## src/rtl/ppu_pkg.sv

```systemverilog
// ppu_pkg -- shared constants and types for the PPU palette shadow.
//   PAL_BASE_ADDR    : VRAM address of palette entry 0
//   DEF_NUM_PAL      : default number of palettes
//   DEF_PAL_ENTRIES  : default entries per palette
//   DEF_DATA_W       : default bits per palette entry
//   pal_state_t      : load sequencer states (IDLE/ISSUE/DRAIN/DONE)
package ppu_pkg;

  localparam logic [15:0] PAL_BASE_ADDR   = 16'h3F00;
  localparam int          DEF_NUM_PAL     = 8;
  localparam int          DEF_PAL_ENTRIES = 4;
  localparam int          DEF_DATA_W      = 8;

  typedef enum logic [1:0] {
    IDLE  = 2'd0,
    ISSUE = 2'd1,
    DRAIN = 2'd2,
    DONE  = 2'd3
  } pal_state_t;

endpackage

```

## src/rtl/ppu_rd_lat_pipe.sv

```systemverilog
// ppu_rd_lat_pipe -- fixed-latency shift register carrying {valid, data}.
// Delays an issued read tag by DEPTH cycles so it lines up with the
// returning VRAM data.
//   clk        : clock
//   rst        : asynchronous active-low clear of every stage
//   in_valid   : tag valid entering stage 0
//   in_data    : tag entering stage 0
//   out_valid  : tag valid leaving the last stage
//   out_data   : tag leaving the last stage
//   empty_next : pipe will hold no valid tag after the coming edge
module ppu_rd_lat_pipe #(
  parameter int WIDTH = 1,
  parameter int DEPTH = 1
) (
  input  logic             clk,
  input  logic             rst,
  input  logic             in_valid,
  input  logic [WIDTH-1:0] in_data,
  output logic             out_valid,
  output logic [WIDTH-1:0] out_data,
  output logic             empty_next
);

  logic [DEPTH-1:0] stage_valid;

  genvar gi;
  for (gi = 0; gi < DEPTH; gi++) begin : g_stage
    logic             valid_reg;
    logic [WIDTH-1:0] data_reg;
    logic             valid_prev;
    logic [WIDTH-1:0] data_prev;

    if (gi == 0) begin : g_head
      assign valid_prev = in_valid;
      assign data_prev  = in_data;
    end else begin : g_body
      assign valid_prev = g_stage[gi-1].valid_reg;
      assign data_prev  = g_stage[gi-1].data_reg;
    end

    always_ff @(posedge clk or negedge rst) begin
      if (!rst) begin
        valid_reg <= 1'b0;
        data_reg  <= '0;
      end else begin
        valid_reg <= valid_prev;
        data_reg  <= data_prev;
      end
    end

    assign stage_valid[gi] = valid_reg;
  end

  assign out_valid = g_stage[DEPTH-1].valid_reg;
  assign out_data  = g_stage[DEPTH-1].data_reg;

  // The last stage drains on the coming edge, so only the earlier stages
  // and the input decide whether anything is still in flight afterwards.
  assign empty_next = !in_valid &&
                      ((stage_valid & ~(DEPTH'(1) << (DEPTH - 1))) == '0);

endmodule

```

## src/rtl/ppu_palette_cache.sv

```systemverilog
// ppu_palette_cache -- palette shadow for the PPU pixel mux.
// Bulk-loads every palette entry from VRAM through a pipelined read port and
// keeps the shadow coherent by snooping CPU writes to the palette window.
//   clk           : clock
//   rst           : asynchronous active-low reset
//   start         : request a full reload (honoured only when idle)
//   busy          : load in progress, through the done cycle
//   done          : one-cycle pulse at load completion
//   vram_addr_out : VRAM read address (0 when not issuing)
//   vram_rd       : VRAM read strobe, one per issued address
//   vram_data_in  : VRAM read data, RD_LAT cycles after its strobe
//   snoop_we      : CPU palette write strobe
//   snoop_addr    : CPU write address
//   snoop_data    : CPU write data
//   colors_out    : all entries, entry i at [i*DATA_W +: DATA_W]
//   bg_colors     : background half of colors_out
//   spr_colors    : sprite half of colors_out
module ppu_palette_cache
  import ppu_pkg::*;
#(
  parameter int                ADDR_W      = 16,
  parameter int                DATA_W      = DEF_DATA_W,
  parameter int                NUM_PAL     = DEF_NUM_PAL,
  parameter int                PAL_ENTRIES = DEF_PAL_ENTRIES,
  parameter logic [ADDR_W-1:0] BASE_ADDR   = ADDR_W'(PAL_BASE_ADDR),
  parameter int                RD_LAT      = 1,
  parameter bit                MIRROR_EN   = 1'b1
) (
  input  logic                                     clk,
  input  logic                                     rst,
  input  logic                                     start,
  output logic                                     busy,
  output logic                                     done,
  output logic [ADDR_W-1:0]                        vram_addr_out,
  output logic                                     vram_rd,
  input  logic [DATA_W-1:0]                        vram_data_in,
  input  logic                                     snoop_we,
  input  logic [ADDR_W-1:0]                        snoop_addr,
  input  logic [DATA_W-1:0]                        snoop_data,
  output logic [NUM_PAL*PAL_ENTRIES*DATA_W-1:0]    colors_out,
  output logic [NUM_PAL*PAL_ENTRIES*DATA_W/2-1:0]  bg_colors,
  output logic [NUM_PAL*PAL_ENTRIES*DATA_W/2-1:0]  spr_colors
);

  localparam int N      = NUM_PAL * PAL_ENTRIES;
  localparam int IDX_W  = (N > 1) ? $clog2(N) : 1;
  localparam int HALF_W = N * DATA_W / 2;
  localparam logic [IDX_W-1:0] LAST_IDX = IDX_W'(N - 1);

  // ---------------- load sequencer ----------------
  pal_state_t       state_reg, state_next;
  logic [IDX_W-1:0] issue_idx_reg, issue_idx_next;
  logic             issue_valid;
  logic             pipe_out_valid;
  logic [IDX_W-1:0] pipe_out_idx;
  logic             pipe_empty_next;

  always_ff @(posedge clk or negedge rst) begin
    if (!rst) begin
      state_reg     <= IDLE;
      issue_idx_reg <= '0;
    end else begin
      state_reg     <= state_next;
      issue_idx_reg <= issue_idx_next;
    end
  end

  always_comb begin
    state_next     = state_reg;
    issue_idx_next = issue_idx_reg;
    issue_valid    = 1'b0;
    case (state_reg)
      IDLE: begin
        if (start) begin
          state_next     = ISSUE;
          issue_idx_next = '0;
        end
      end
      ISSUE: begin
        issue_valid = 1'b1;
        if (issue_idx_reg == LAST_IDX) begin
          state_next     = DRAIN;
          issue_idx_next = '0;
        end else begin
          issue_idx_next = issue_idx_reg + IDX_W'(1);
        end
      end
      DRAIN: begin
        if (pipe_empty_next) begin
          state_next = DONE;
        end
      end
      DONE: begin
        state_next = IDLE;
      end
      default: begin
        state_next = IDLE;
      end
    endcase
  end

  assign busy = (state_reg != IDLE);
  assign done = (state_reg == DONE);

  // Entry 0 of every palette is fetched from the universal background slot
  // when mirroring is enabled.
  logic              issue_mirror;
  logic [ADDR_W-1:0] issue_addr;

  assign issue_mirror  = MIRROR_EN && ((int'(issue_idx_reg) % PAL_ENTRIES) == 0);
  assign issue_addr    = issue_mirror ? BASE_ADDR : BASE_ADDR + ADDR_W'(issue_idx_reg);
  assign vram_rd       = issue_valid;
  assign vram_addr_out = issue_valid ? issue_addr : '0;

  ppu_rd_lat_pipe #(
    .WIDTH (IDX_W),
    .DEPTH (RD_LAT)
  ) u_rd_lat_pipe (
    .clk        (clk),
    .rst        (rst),
    .in_valid   (issue_valid),
    .in_data    (issue_idx_reg),
    .out_valid  (pipe_out_valid),
    .out_data   (pipe_out_idx),
    .empty_next (pipe_empty_next)
  );

  // ---------------- snoop decode ----------------
  // The window repeats every N entries across the whole high-byte page.
  logic             snoop_hit;
  logic [IDX_W-1:0] snoop_idx;
  logic             snoop_mirror;

  assign snoop_hit    = snoop_we && (snoop_addr[ADDR_W-1:8] == BASE_ADDR[ADDR_W-1:8]);
  assign snoop_idx    = IDX_W'(snoop_addr % ADDR_W'(N));
  assign snoop_mirror = MIRROR_EN && ((int'(snoop_idx) % PAL_ENTRIES) == 0);

  // ---------------- colour storage ----------------
  genvar gi;
  for (gi = 0; gi < N; gi++) begin : g_entry
    localparam bit IS_ALIAS = ((gi % PAL_ENTRIES) == 0);
    logic [DATA_W-1:0] color_reg;
    logic              snoop_sel;
    logic              cap_sel;

    assign snoop_sel = snoop_hit &&
                       ((snoop_idx == IDX_W'(gi)) || (snoop_mirror && IS_ALIAS));
    assign cap_sel   = pipe_out_valid && (pipe_out_idx == IDX_W'(gi));

    // A CPU write wins over a VRAM capture landing in the same cycle; the
    // CPU value is the newer one.
    always_ff @(posedge clk or negedge rst) begin
      if (!rst) begin
        color_reg <= '0;
      end else if (snoop_sel) begin
        color_reg <= snoop_data;
      end else if (cap_sel) begin
        color_reg <= vram_data_in;
      end
    end

    assign colors_out[gi*DATA_W +: DATA_W] = color_reg;
  end

  assign bg_colors  = colors_out[HALF_W-1:0];
  assign spr_colors = colors_out[2*HALF_W-1:HALF_W];

endmodule

```

## config.mk

```make
export PLATFORM = sky130hd
export DESIGN_NAME = ppu_palette_cache
export DESIGN_NICKNAME = d
export VERILOG_FILES = /design/src/rtl/ppu_pkg.sv /design/src/rtl/ppu_rd_lat_pipe.sv /design/src/rtl/ppu_palette_cache.sv
export SDC_FILE = /design/constraint.sdc
export NUM_CORES = 1
export LEC_CHECK = 0
export BUFFER_PORTS_ARGS = -buffer_cell sky130_fd_sc_hd__buf_2
export CAP_MARGIN = 30
export CORE_AREA = 2 2 218 220
export CTS_BUF_LIST = sky130_fd_sc_hd__clkbuf_2
export DETAILED_ROUTE_END_ITERATION = 12
export DIE_AREA = 0 0 220 222
export HOLD_SLACK_MARGIN = 0.02
export SYNTH_ARGS = -nofsm -noshare
export SYNTH_HDL_FRONTEND = slang
export SYNTH_HIERARCHICAL = 1
export SYNTH_SLANG_ARGS = --single-unit
```

## constraint.sdc

```tcl
create_clock -name clk -period 2.3 [get_ports clk]
set_input_delay 0.46 -clock clk [delete_from_list [all_inputs] [get_ports clk]]
set_output_delay 0.46 -clock clk [all_outputs]
set_load 0.01 [all_outputs]
```

==> impl_metrics.csv <==
group,metric,value,unit
outcome,status,"finished, violations left",
outcome,violations,"setup timing",
cells_and_area,area_growth,20.04,%
routing,drt-initial-drc-count,476,
grt,grt_pass1_wl,74090,um
grt,grt_max_degree,74,
synthesis,yosysSeqAreaShare,44.30,%
setup_path,cp-startpoint,"state_reg[0]",
routing,routed_wl,52820,um
flow_run,drv_cap,0,
timing,worst_slew_pin_slew,0.9510,ns
timing,rsz0062_at_grt,"yes",
clock_network,cts_root_buf,"clkbuf_2",
clock_network,cts_buffers,75,
grt,met1_usage,25.21,%
cells_and_area,largest_reg_flops,256,
synthesis,ys_async_sr_fraction,100.0,%
clock_network,insertion_delay,1.03,ns
routing,via_count,11020,
routing,drtAntennaViolNets,0,
setup_path,crit_path_cell_trace,"ha_4 -> inv_4 -> nor2_4 -> and2_1 -> buf_2",
pwr,combPwrFrac,34.6,%
routing,wl_per_cell,22.68,um
hold_path,min_path_type,"primary input to flip-flop",
timing,slew-limit-headroom,36.60,%
setup_path,crit_arrival,2.03,ns
routing,vias_per_cell,4.731,
pwr,clockPowerShare,22.9,%
routing,detail_route.first_pass.iterations,4,
setup_path,r2r_slack,0.06,ns
clock_network,path_clk_slew,0.10,ns
setup_path,worstPathRequired,1.84,ns
cells_and_area,fin_nets,1709,
timing,tns,-1.564,ns
timing,fin_worst_skew,0.07066,ns
timing,hold_slack,0.1872,ns
synthesis,ys.flop_type,"dfrtp_1",
timing,hold_viol,0,
setup_path,slowest_delay,0.45,ns
setup_path,crit_buf_inv,2,
synthesis,synth.distinct_cells,40,
grt,antenna_found_initial,1,
setup_path,cp-end-kind,"output port",
floorplan,die_y,222,um
placement,hpwl,37240,um
synthesis,synth_area,15190,sq um
setup_path,cp-start-kind,"flip-flop",
synthesis,yosysWarnings,6,
clock_network,clock_path_buffers,3,
setup_path,cp_top_family,"flip-flops",
floorplan,coreArea,46260,sq um
cells_and_area,finish.utilization,39.43,%
clock_network,clock-sinks,269,
timing,setup_viol,13,
floorplan,die_x,220,um
setup_path,crit_type,"flip-flop to output port",
timing,setup_ws,-0.1940,ns
setup_path,crit_slowest_cell,"dfrtp_2",
setup_path,r2r-end,"g_entry[8].color_reg[1]",
grt,met3_usage,3.608,%
grt,track_usage,21.11,%
setup_path,cp_max_fo,4,
routing,route.detailed.drc,0,
setup_path,reg2reg_depth,8,
pwr,switching_share,37.06,%
pwr,vdd.ir_drop.worst,614.6,uV
floorplan,initial_utilization,32.85,%
pwr,p_sw,0.005551,W
synthesis,synth_seq_cells,269,
timing,period_needed,2.494,ns
pwr,sequentialPowerShare,42.5,%
placement,portBuffers,558,
timing,fin_crit_sh,108.4,%
setup_path,setup.worst_path.end,"vram_addr_out[4]",
floorplan,fp.dieArea,48840,sq um
setup_path,path_depth,5,
pwr,power.density,821.2,nW/um^2
floorplan,io_pins,567,
placement,gp_congestion,0.8266,
clock_network,htreeDepth,3,
cells_and_area,drive_gt1_share,67.48,%
grt,global_route.usage.met2,37.35,%
clock_network,cts_tree,"done",
timing,fmaxAchievable,401.0,MHz
timing,drv_slew,0,
synthesis,avgSynthCellArea,12.06,sq um
grt,first_global_vias,10940,
pwr,p_int,0.009427,W
synthesis,synth-edff-count,0,
synthesis,synthCells,1260,
pwr,p_leak,10.03,nW
setup_path,timing.rr.start,"u_rd_lat_pipe/out_data[1]",
floorplan,fp-row-count,79,
grt,top_usage_layer,"met2",
grt,gr-total-overflow,0,
## tightest hold or removal path, stage by stage
cell,delay (ns)
buf_2,0.15
nor3b_1,0.20
nand2_2,0.19
mux2_2,0.18
## per-stage QoR
step | total power, W | instance area [sq um] | setup WS (ns) | cells
6_report | 0.01498 | 18240 | -0.1940 | 2329
5_1_grt | 0.01597 | 18240 | -0.3385 | 2327
2_1_floorplan | 0.01000 | 15210 | 0.3399 | 1264
4_1_cts | 0.01518 | 18210 | -0.3592 | 2325
3_5_place_dp | 0.01146 | 17230 | 0.01670 | 2170
3_3_place_gp | 0.01136 | 17230 | 0.01815 | 2170
## timing repair
item / in CTS / in global routing
endpoints found under the hold margin: 389 / 0
pin swaps: 3 / 2
hold buffers: 20 / 0
setup endpoints to repair: 16 / 15
gates resized for setup: 23 / 3
setup buffers: 5 / 1
## area by class of cell
type | count | area [sq um]
Inverter | 7 | 28.78
Fill cell | 4536 | 28020
Sequential cell | 269 | 6734
Timing Repair Buffer | 655 | 3817
Tap cell | 607 | 759.5
Clock buffer | 120 | 600.6
Antenna cell | 3 | 7.507
Multi-Input combinational cell | 658 | 6252
Clock inverter | 10 | 40.04
## how the worst min path moves through the flow
stage / startpoint / to / slack, ns / depth (start not counted)
after floorplan: rst / g_entry[0].color_reg[0] / 0.16 / 0
after global placement: rst / g_entry[3].color_reg[1] / 0.38 / 1
after detailed placement: rst / g_entry[3].color_reg[4] / 0.38 / 1
after CTS: snoop_addr[1] / g_entry[16].color_reg[7] / 0.02 / 5
after global routing: snoop_addr[4] / g_entry[17].color_reg[3] / 0.10 / 4
final: snoop_addr[4] / g_entry[17].color_reg[3] / 0.19 / 4
## Yosys cell counts, types with 2 or more instances
| master | n | area share [%] |
|---|---|---|
| dfrtp_1 | 269 | 44 |
| a21oi_1 | 66 | 2.2 |
| nand2_2 | 21 | 0.86 |
| clkbuf_1 | 48 | 1.2 |
| nor4_4 | 3 | 0.42 |
| or3_1 | 3 | 0.12 |
| nor4bb_1 | 2 | 0.13 |
| nor3_1 | 4 | 0.13 |
| and3_1 | 3 | 0.12 |
| nor2b_1 | 3 | 0.12 |
| and2_1 | 3 | 0.12 |
| nor3b_1 | 4 | 0.20 |
| mux2_2 | 361 | 27 |
| nand4b_1 | 3 | 0.17 |
| mux2i_1 | 64 | 4.2 |
| buf_1 | 2 | 0.049 |
| ha_1 | 7 | 0.58 |
| inv_1 | 7 | 0.17 |
| buf_2 | 12 | 0.40 |
| nand3_1 | 6 | 0.20 |
| nand2_1 | 22 | 0.54 |
| o21ai_0 | 5 | 0.16 |
| buf_4 | 267 | 13 |
| nor2_1 | 30 | 0.74 |
| nand2b_1 | 7 | 0.29 |
| mux2_1 | 24 | 1.8 |
## layer usage
layer,wire [um],vias to the layer above
met1,21530,5501
met2,27120,470
met4,1538,0
met5,0,-
li1,-,4982
met3,2630,65
## placed cells by master, fill, tap and decap left out, drive strengths merged, types with 2 or more instances in the layout
master and n:
buf 636, mux2 385, dfrtp 269, clkbuf 120, a21oi 66, mux2i 64, nand2 43, nor2 30
dlygate4sd3 19, clkinv 9, inv 8, nand2b 7, ha 7, nand3 6, o21ai 5, conb 5
nor3 5, nor3b 4, diode 3, nand4b 3, or3 3, and3 3, nor2b 3, nor4 3
and2 3, nor4bb 2
## logic make-up (layout without fill, tap and decap cells)
kind of cell	after synthesis	in the layout	synth area share [%]
multiplexers	449	449	32.75
other	1	8	0.02468
adder cells (fa/ha/maj)	7	7	0.5764
AO/OA/AOI/OAI	74	74	2.512
AND/OR/NAND/NOR	123	123	4.768
buffers and inverters	337	792	15.07
flip-flops	269	269	44.30
## power groups by stage
stage	registers [W]	logic (W)	clock network (W)
after detailed placement	0.00649	0.00498	0
after floorplan	0.00661	0.00340	0
after global placement	0.00642	0.00494	0
final	0.00637	0.00518	0.00342
after global routing	0.00649	0.00567	0.00382
after CTS	0.00638	0.00522	0.00357
Note: power is estimated with default switching activity, not from simulation.
